### src/rtl/lib_onehot_serializer.sv
// lib_onehot_serializer: accepts a frame of one-hot lanes and streams the
// bit index of each non-zero lane, lowest lane first, over valid/ready.
// An all-zero frame emits one beat flagged pos_none_o so every frame ends
// with a pos_last_o beat.

// Per-lane decode: non-zero flag, lowest set bit index, multi-bit flag.
module lib_onehot_serializer_lane #(
    parameter int WIDTH = 16,
    parameter int IDX_W = 4
) (
    input  logic [WIDTH-1:0] lane,
    output logic             nz,
    output logic [IDX_W-1:0] idx,
    output logic             multi
);

    // Lowest set bit wins; scanning downward lets the lowest overwrite last.
    always_comb begin
        idx = '0;
        for (int b = WIDTH - 1; b >= 0; b--) begin
            if (lane[b]) idx = IDX_W'(b);
        end
    end

    assign nz    = |lane;
    // Clearing the lowest set bit leaves something only if >1 bit was set.
    assign multi = |(lane & (lane - WIDTH'(1)));

endmodule

module lib_onehot_serializer #(
    parameter int WIDTH   = 16,
    parameter int FFS_NUM = WIDTH
) (
    input  logic                               clk,
    input  logic                               rstn,
    input  logic                               vld_i,
    input  logic [WIDTH-1:0]                   onehot [FFS_NUM],
    output logic                               rdy_o,
    output logic                               pos_vld_o,
    input  logic                               pos_rdy_i,
    output logic [((WIDTH > 1) ? $clog2(WIDTH) : 1)-1:0] pos_o,
    output logic                               pos_last_o,
    output logic                               pos_none_o,
    output logic                               pos_err_o,
    output logic [$clog2(FFS_NUM+1)-1:0]       cnt_o
);

    localparam int IDX_W = (WIDTH > 1) ? $clog2(WIDTH) : 1;
    localparam int CNT_W = $clog2(FFS_NUM + 1);

    // One-hot state encoding so rdy_o / pos_vld_o are straight flop outputs.
    typedef enum logic [1:0] {
        S_IDLE = 2'b01,
        S_EMIT = 2'b10
    } state_t;

    state_t state_q, state_d;

    logic [WIDTH-1:0]                lane_q   [FFS_NUM];
    logic [WIDTH-1:0]                src_lane [FFS_NUM];
    logic [FFS_NUM-1:0]              mask_q;
    logic [FFS_NUM-1:0]              src_mask;
    logic [FFS_NUM-1:0]              lane_nz;
    logic [FFS_NUM-1:0]              lane_multi;
    logic [FFS_NUM-1:0][IDX_W-1:0]   lane_idx;
    logic [FFS_NUM-1:0]              sel_oh;
    logic [IDX_W-1:0]                nxt_pos;
    logic                            nxt_err;
    logic                            nxt_last;
    logic                            nxt_none;
    logic [CNT_W-1:0]                nz_cnt;
    logic                            idle;
    logic                            accept;
    logic                            hs;

    assign idle   = (state_q == S_IDLE);
    assign accept = idle && vld_i;
    assign hs     = (state_q == S_EMIT) && pos_rdy_i;

    // Decode source: the incoming frame while idle, the stored frame while
    // emitting. One decoder bank serves both the first and later beats.
    always_comb begin
        for (int i = 0; i < FFS_NUM; i++) begin
            src_lane[i] = idle ? onehot[i] : lane_q[i];
        end
    end

    genvar gi;
    generate
        for (gi = 0; gi < FFS_NUM; gi++) begin : g_lane
            lib_onehot_serializer_lane #(
                .WIDTH (WIDTH),
                .IDX_W (IDX_W)
            ) u_lane (
                .lane  (src_lane[gi]),
                .nz    (lane_nz[gi]),
                .idx   (lane_idx[gi]),
                .multi (lane_multi[gi])
            );
        end
    endgenerate

    // Pending lanes for the next beat: a fresh mask when idle, otherwise the
    // stored mask with its lowest (currently presented) lane cleared.
    always_comb begin
        src_mask = idle ? lane_nz : (mask_q & (mask_q - FFS_NUM'(1)));
    end

    // Priority pick of the lowest pending lane and its encoded beat fields.
    always_comb begin
        sel_oh  = '0;
        nxt_pos = '0;
        nxt_err = 1'b0;
        for (int i = FFS_NUM - 1; i >= 0; i--) begin
            if (src_mask[i]) begin
                sel_oh      = '0;
                sel_oh[i]   = 1'b1;
                nxt_pos     = lane_idx[i];
                nxt_err     = lane_multi[i];
            end
        end
        nxt_none = (src_mask == '0);
        nxt_last = ((src_mask & ~sel_oh) == '0);
    end

    // Number of non-zero lanes in the incoming frame.
    always_comb begin
        nz_cnt = '0;
        for (int i = 0; i < FFS_NUM; i++) begin
            nz_cnt = nz_cnt + CNT_W'(lane_nz[i]);
        end
    end

    // State register.
    always_ff @(posedge clk or negedge rstn) begin
        if (!rstn) state_q <= S_IDLE;
        else       state_q <= state_d;
    end

    // Next state: accept moves to EMIT, the last handshaken beat returns.
    always_comb begin
        state_d = state_q;
        case (state_q)
            S_IDLE:  if (vld_i) state_d = S_EMIT;
            S_EMIT:  if (pos_rdy_i && pos_last_o) state_d = S_IDLE;
            default: state_d = S_IDLE;
        endcase
    end

    // Handshake outputs decode directly from the one-hot state flops.
    always_comb begin
        rdy_o     = state_q[0];
        pos_vld_o = state_q[1];
    end

    // Frame storage, pending mask and registered beat fields; beat fields
    // only change on accept or on a non-final handshake, so they hold under
    // backpressure.
    always_ff @(posedge clk or negedge rstn) begin
        if (!rstn) begin
            for (int i = 0; i < FFS_NUM; i++) lane_q[i] <= '0;
            mask_q     <= '0;
            cnt_o      <= '0;
            pos_o      <= '0;
            pos_last_o <= 1'b0;
            pos_none_o <= 1'b0;
            pos_err_o  <= 1'b0;
        end else if (accept) begin
            for (int i = 0; i < FFS_NUM; i++) lane_q[i] <= onehot[i];
            mask_q     <= lane_nz;
            cnt_o      <= nz_cnt;
            pos_o      <= nxt_pos;
            pos_last_o <= nxt_last;
            pos_none_o <= nxt_none;
            pos_err_o  <= nxt_err;
        end else if (hs) begin
            mask_q <= src_mask;
            if (!pos_last_o) begin
                pos_o      <= nxt_pos;
                pos_last_o <= nxt_last;
                pos_none_o <= nxt_none;
                pos_err_o  <= nxt_err;
            end
        end
    end

endmodule

### config.mk
export PLATFORM = sky130hd
export DESIGN_NAME = lib_onehot_serializer
export DESIGN_NICKNAME = d
export VERILOG_FILES = /design/src/rtl/lib_onehot_serializer.sv
export SDC_FILE = /design/constraint.sdc
export NUM_CORES = 1
export LEC_CHECK = 0
export CAP_MARGIN = 25
export CORE_MARGIN = 2
export CORE_UTILIZATION = 45
export CTS_CLUSTER_DIAMETER = 100
export DETAILED_ROUTE_END_ITERATION = 7
export GPL_TIMING_DRIVEN = 0
export PLACE_DENSITY = 0.72
export SKIP_CTS_REPAIR_TIMING = 1
export SYNTH_ARGS = -nofsm -noshare
export SYNTH_HDL_FRONTEND = slang
export SYNTH_SLANG_ARGS = --single-unit
### constraint.sdc
create_clock -name clk -period 6.9 [get_ports clk]
set_input_delay 1.725 -clock clk [delete_from_list [all_inputs] [get_ports clk]]
set_output_delay 1.725 -clock clk [all_outputs]
set_load 0.005 [all_outputs]
## Word-level counts from Yosys, hierarchy flattened

Index checks and enable logic that the tools add are counted.

- Register bits after elaboration: 286
- Latch bits: 0
- RAM bits: 0
- Bits in read-only memories: 0
- Output and inout port bits: 14
- Memories: 0

- Add/subtract/negate cells: 32
- $mul: 0
- Div/mod/pow operators: 0
- Magnitude comparators: 0
- Equal/unequal tests: 5
- Shift operators: 0
- Mux-type cells: 338
- Bitwise operators: 19
- Reductions and logical operators: 40

Operators with widths:

| kind | number |
|---|---|
| $mux W4 | 275 |
| $mux W16 | 35 |
| $reduce_or A16 Y1 | 32 |
| $and A16 B16 Y16 | 18 |
| $sub A16 B1 Y16 const B | 17 |
| $add A5 B1 Y5 | 11 |
| $logic_not A16 Y1 | 2 |
| $mux W1 | 25 |
| $not A16 Y16 | 1 |
| $add A4 B1 Y5 | 1 |
| $add A3 B1 Y4 | 1 |
| $mux W2 | 2 |
| $ne A2 B1 Y1 const B | 2 |
| $pmux W2 S2 | 1 |
| $reduce_and A2 Y1 | 2 |
| $add A2 B1 Y3 | 1 |
| $logic_and A1 B1 Y1 | 3 |
| $add A1 B1 Y2 | 1 |
| $eq A2 B1 Y1 const B | 1 |
| $eq A2 B2 Y1 const B | 1 |
| $ne A2 B2 Y1 const B | 1 |
| $reduce_bool A2 Y1 | 1 |

## Longest topological paths before layout

Gate-level depths: netlist (run 1).

- Word-level depth: 37
- Gate-level depth with buffers: 23
- Gate-level depth less buffers: 18

## Modules after synthesis

From an unflattened synthesis (run 1), not the netlist that was laid out.

- Cells, all modules: 3127
- Area total of the unflattened synthesis: 20672.3 um^2

By module, submodules not included:

| module | instances | cells each | area each (um^2) |
|---|---|---|---|
| lib_onehot_serializer | 1 | 2279 | 15507.4 |
| lib_onehot_serializer_lane | 16 | 53 | 322.8 |

## Worst setup path before layout (run 1)

Ideal clock, no wire load.

- Path kind: input to register
- Start: input onehot[32] (netlist name)
- End: register cnt_o[4]
- Data arrival time: 5941 ps
- Data required time: 6817 ps
- Slack: 876 ps
- Stages: 18
- Buffers on the path: 1
- Path through: or4b_4 -> o31a_1 -> a2111o_1 -> buf_6 -> nor3_1 -> fa_1 -> inv_1 -> fa_1 -> inv_1 -> fa_1 -> fa_1 -> inv_1 -> ha_1 -> inv_1 -> fa_1 -> nor2b_1 -> o21ai_0 -> o21ai_0

- Cells in the longest elaborated chain, start to end: 5

Ends and longest elaborated chain:

| what | RTL line | RTL |
|---|---|---|
| start, declared | 38 | `input logic [WIDTH-1:0] onehot [FFS_NUM],` |
| $mux W16 | 85 | `src_lane[i] = idle ? onehot[i] : lane_q[i];` |
| $reduce_or A16 Y1 | 25 | `assign nz = \|lane;` |
| $add A5 B1 Y5 (3 in series) | 131 | `nz_cnt = nz_cnt + CNT_W'(lane_nz[i]);` |
| end signal, assigned | 172 | `cnt_o <= nz_cnt;` |
| end, declared | 46 | `output logic [$clog2(FFS_NUM+1)-1:0] cnt_o` |

Every way passes these cells.
A chain may end at the register's enable or synchronous reset.

## Worst setup path in the final report (run 1)

- Start: register state_q[0]
- End: register lane_q[136] (netlist name)

- Cells in the longest elaborated chain, start to end: 2

Ends and longest elaborated chain:

| what | RTL line | RTL |
|---|---|---|
| start, declared | 58 | `state_t state_q, state_d;` |
| start signal, assigned | 138 | `else state_q <= state_d;` |
| $eq A2 B1 Y1 | 77 | `assign idle = (state_q == S_IDLE);` |
| $logic_and A1 B1 Y1 | 78 | `assign accept = idle && vld_i;` |
| end, declared | 60 | `logic [WIDTH-1:0] lane_q [FFS_NUM];` |

Every way passes these cells.

==> flow_summary_export.csv, run 1 <==
group,metric,value,unit
status,outcome,"finished, violations left",
status,violations,"DRC",
clock_network,htreeDepth,2,
routing,vias,24569,
critical_path,crit_slowest_cell,"clkbuf_1",
critical_path,path_max_fanout,10,
flow_run,cap_violations,0,
sta,max_freq,151,MHz
sta,slew_headroom,16.0,%
cells_and_area,syn_to_final_growth,23.8,%
critical_path,arrival,7080,ps
cells_and_area,drive_gt1_share,13.7,%
critical_path,start_kind,"flip-flop",
min_path,holdCritPathClass,"flip-flop to flip-flop",
pwr,p_int,7.20,mW
routing,wl_per_cell,30.0,um
logic_synthesis,ys_seq_elements,286,
place,placed_cells,3573,
routing,first_iter_violations,3280,
critical_path,critPathKind,"flip-flop to flip-flop",
routing,drt-total-wl,109000,um
sta,min_period,6610,ps
pwr,switching_share,52.9,%
pwr,peakVddDrop,278,uV
cells_and_area,post-route-cell-area,0.0276,mm2
global_routing,grt_overflow,0,
pwr,total_power,15.3,mW
sta,setup_viol,0,
logic_synthesis,netlist_instances,2617,
clock_network,clkTransAtPathRegs,50,ps
critical_path,crit_top_cell,"buf_2",
global_routing,grt_max_degree,111,
cells_and_area,layout_common_cells,"nor2_1 (379), dfrtp_1 (285), clkdlybuf4s50_1 (272)",
critical_path,cp-end-kind,"flip-flop",
cells_and_area,final_common_cell,"nor2_1",
sta,rsz0062_at_grt,"no",
pwr,p_leak,11.0,nW
logic_synthesis,synth-edff-count,0,
routing,dr.pass1.iters,8,
critical_path,critical_path_required,7360,ps
logic_synthesis,yosys_warnings,0,
logic_synthesis,synthArstFlopShare,100,%
logic_synthesis,ys_seq_area_share,32.1,%
routing,viasPerCell,6.74,
pwr,power.density,553,mW/mm2
routing,ant_nets,0,
global_routing,grt_pass1_vias,23431,
sta,hold_viol,0,
place,io_buffers,273,
cells_and_area,fillers,4529,
routing,drc,8,
logic_synthesis,synth_nets,2892,
clock_network,worstSkewPairLatency,590,ps
clock_network,cts_sinks,286,
critical_path,cpPeakStageDelay,880,ps
floorplanning,die_height,227,um
sta,final.setup.worst_slack,285,ps
clock_network,cts_buffers,39,
logic_synthesis,avgSynthCellArea,8.52,um2
sta,clock_skew,31.6,ps
clock_network,cts_buffer_depth,3,
sta,tightest_slew,1260,ps
global_routing,grt_pass1_wl,157000,um
sta,fin_tns_setup,0,ps
cells_and_area,fin_nets,3227,
sta,timing.hold.ws,487,ps
floorplanning,rows,81,
logic_synthesis,netlist_area,0.0223,mm2
pwr,p_comb_share,62.1,%
pwr,p_seq_share,23.2,%
pwr,pwr-share-clk,14.7,%
place,place_ws,-163,ps
global_routing,grt_util_all_layers,42.2,%
logic_synthesis,ys_types,115,
place,place_area,0.0262,mm2
floorplanning,io_pins,274,
clock_network,cts_tree,"yes",
floorplanning,core,0.0490,mm2
global_routing,antenna_found_initial,3,
cells_and_area,finalNonFillerCells,3647,
cells_and_area,final_util,56.4,%
floorplanning,die_area,0.0513,mm2
place,place.gp.congestion,1.03,
floorplanning,die_w,227,um
sta,period_share,95.9,%
logic_synthesis,synth_ff_type,"dfrtp_1",
sta,slew_viol_final,0,
pwr,power.switching,8.07,mW
critical_path,cp_cell_sequence,"and2b_1 -> buf_4 -> buf_6 -> buf_6 -> buf_2 -> buf_2 -> buf_2 -> buf_2 -> and2_1 -> clkbuf_1 -> clkbuf_1 -> clkbuf_1 -> mux2_2",
floorplanning,initial_core_util,45.5,%
place,hpwl,80500,um
clock_network,cts_root_buf,"clkbuf_16",
==> power by group through the flow <==
stage | logic (mW) | clock network (mW) | registers (mW)
3_3_place_gp | 8.74 | 0 | 3.48
6_report | 9.48 | 2.25 | 3.54
3_5_place_dp | 9.02 | 0 | 3.51
5_1_grt | 9.72 | 2.31 | 3.65
2_1_floorplan | 5.34 | 0 | 3.20
4_1_cts | 9.06 | 2.24 | 3.49
==> registers in the layout (all words and copies together), names as in the netlist <==
register    flops
lane_q        256
cnt_o           5
pos_o           4
pos_err_o       1
mask_q         16
pos_last_o      1
state_q         2
pos_none_o      1
==> layout make-up <==
class / count / area (um2) / share of cell area (%)
Sequential cell: 286 / 7160 / 25.9
Inverter: 110 / 413 / 1.50
Buffer: 112 / 661 / 2.39
Antenna cell: 2 / 5.00 / 0.0181
Clock inverter: 19 / 304 / 1.10
Multi-Input combinational cell: 2109 / 14100 / 51.0
Clock buffer: 51 / 1060 / 3.85
Tap cell: 664 / 831 / 3.01
Timing Repair Buffer: 294 / 3100 / 11.2
==> synth_stat cells (22+ instances only) <==
library cell	number	area, um2
buf_2	37	185
dfrtp_1	285	7130
nor3_1	69	345
maj3_1	23	230
nor2_1	379	1420
mux2i_1	137	1370
nor2b_1	40	250
o311ai_0	24	210
o21ai_0	169	846
a211oi_1	22	165
inv_1	110	413
a31oi_1	32	200
nor4_1	23	144
nand2_1	217	815
a21oi_1	175	876
o31ai_1	60	450
o21bai_1	28	210
or3_1	45	282
nand3_1	51	255
mux2_2	212	2390
clkbuf_1	39	146
==> final timing paths <==
kind / startpoint / slack (ps) / to / depth (start not counted)
min reg2reg: lane_q[241] / 490 / lane_q[241] / 2
min: lane_q[241] / 490 / lane_q[241] / 2
max reg2reg: state_q[0] / 290 / lane_q[136] / 13
max in group asynchronous: rstn / 4590 / lane_q[110] / 2
max: state_q[0] / 290 / lane_q[136] / 13
min in group asynchronous: rstn / 1220 / lane_q[150] / 1
==> cell families (layout without fill, tap and decap cells) <==
logic type	count (synthesis)	in the layout	share of synthesized area, %
buffers and inverters	222	586	4.81
AND/OR/NAND/NOR	965	965	20.9
AO/OA/AOI/OAI	753	753	23.0
flip-flops	286	286	32.1
other	0	2	0
adder cells (fa/ha/maj)	38	38	2.21
multiplexers	350	350	16.9
XOR/XNOR	3	3	0.118
==> per-layer routing <==
metal	part of all wire, %	vias up	global-route usage, %
met5	0.012	-	0
met4	8.4	2	29.3
met3	12	442	9.64
met2	42	1777	63.0
met1	38	11878	54.0
li1	-	10470	-
==> worst max-delay path, delay by kind of cell, from the launching register on <==
family | cells | cell delay, ps
buffers and inverters | 10 | 5080
flip-flops | 1 | 570
multiplexers | 1 | 430
AND/OR/NAND/NOR | 2 | 350
No activity file was read; power rests on OpenSTA's default activity.
==> run 2, diff against run 1 <==
Settings changed: CTS_CLUSTER_DIAMETER 100 to 200.
==> results of run 2 <==
Final layout, timing and power as in run 1 (identical DEF).
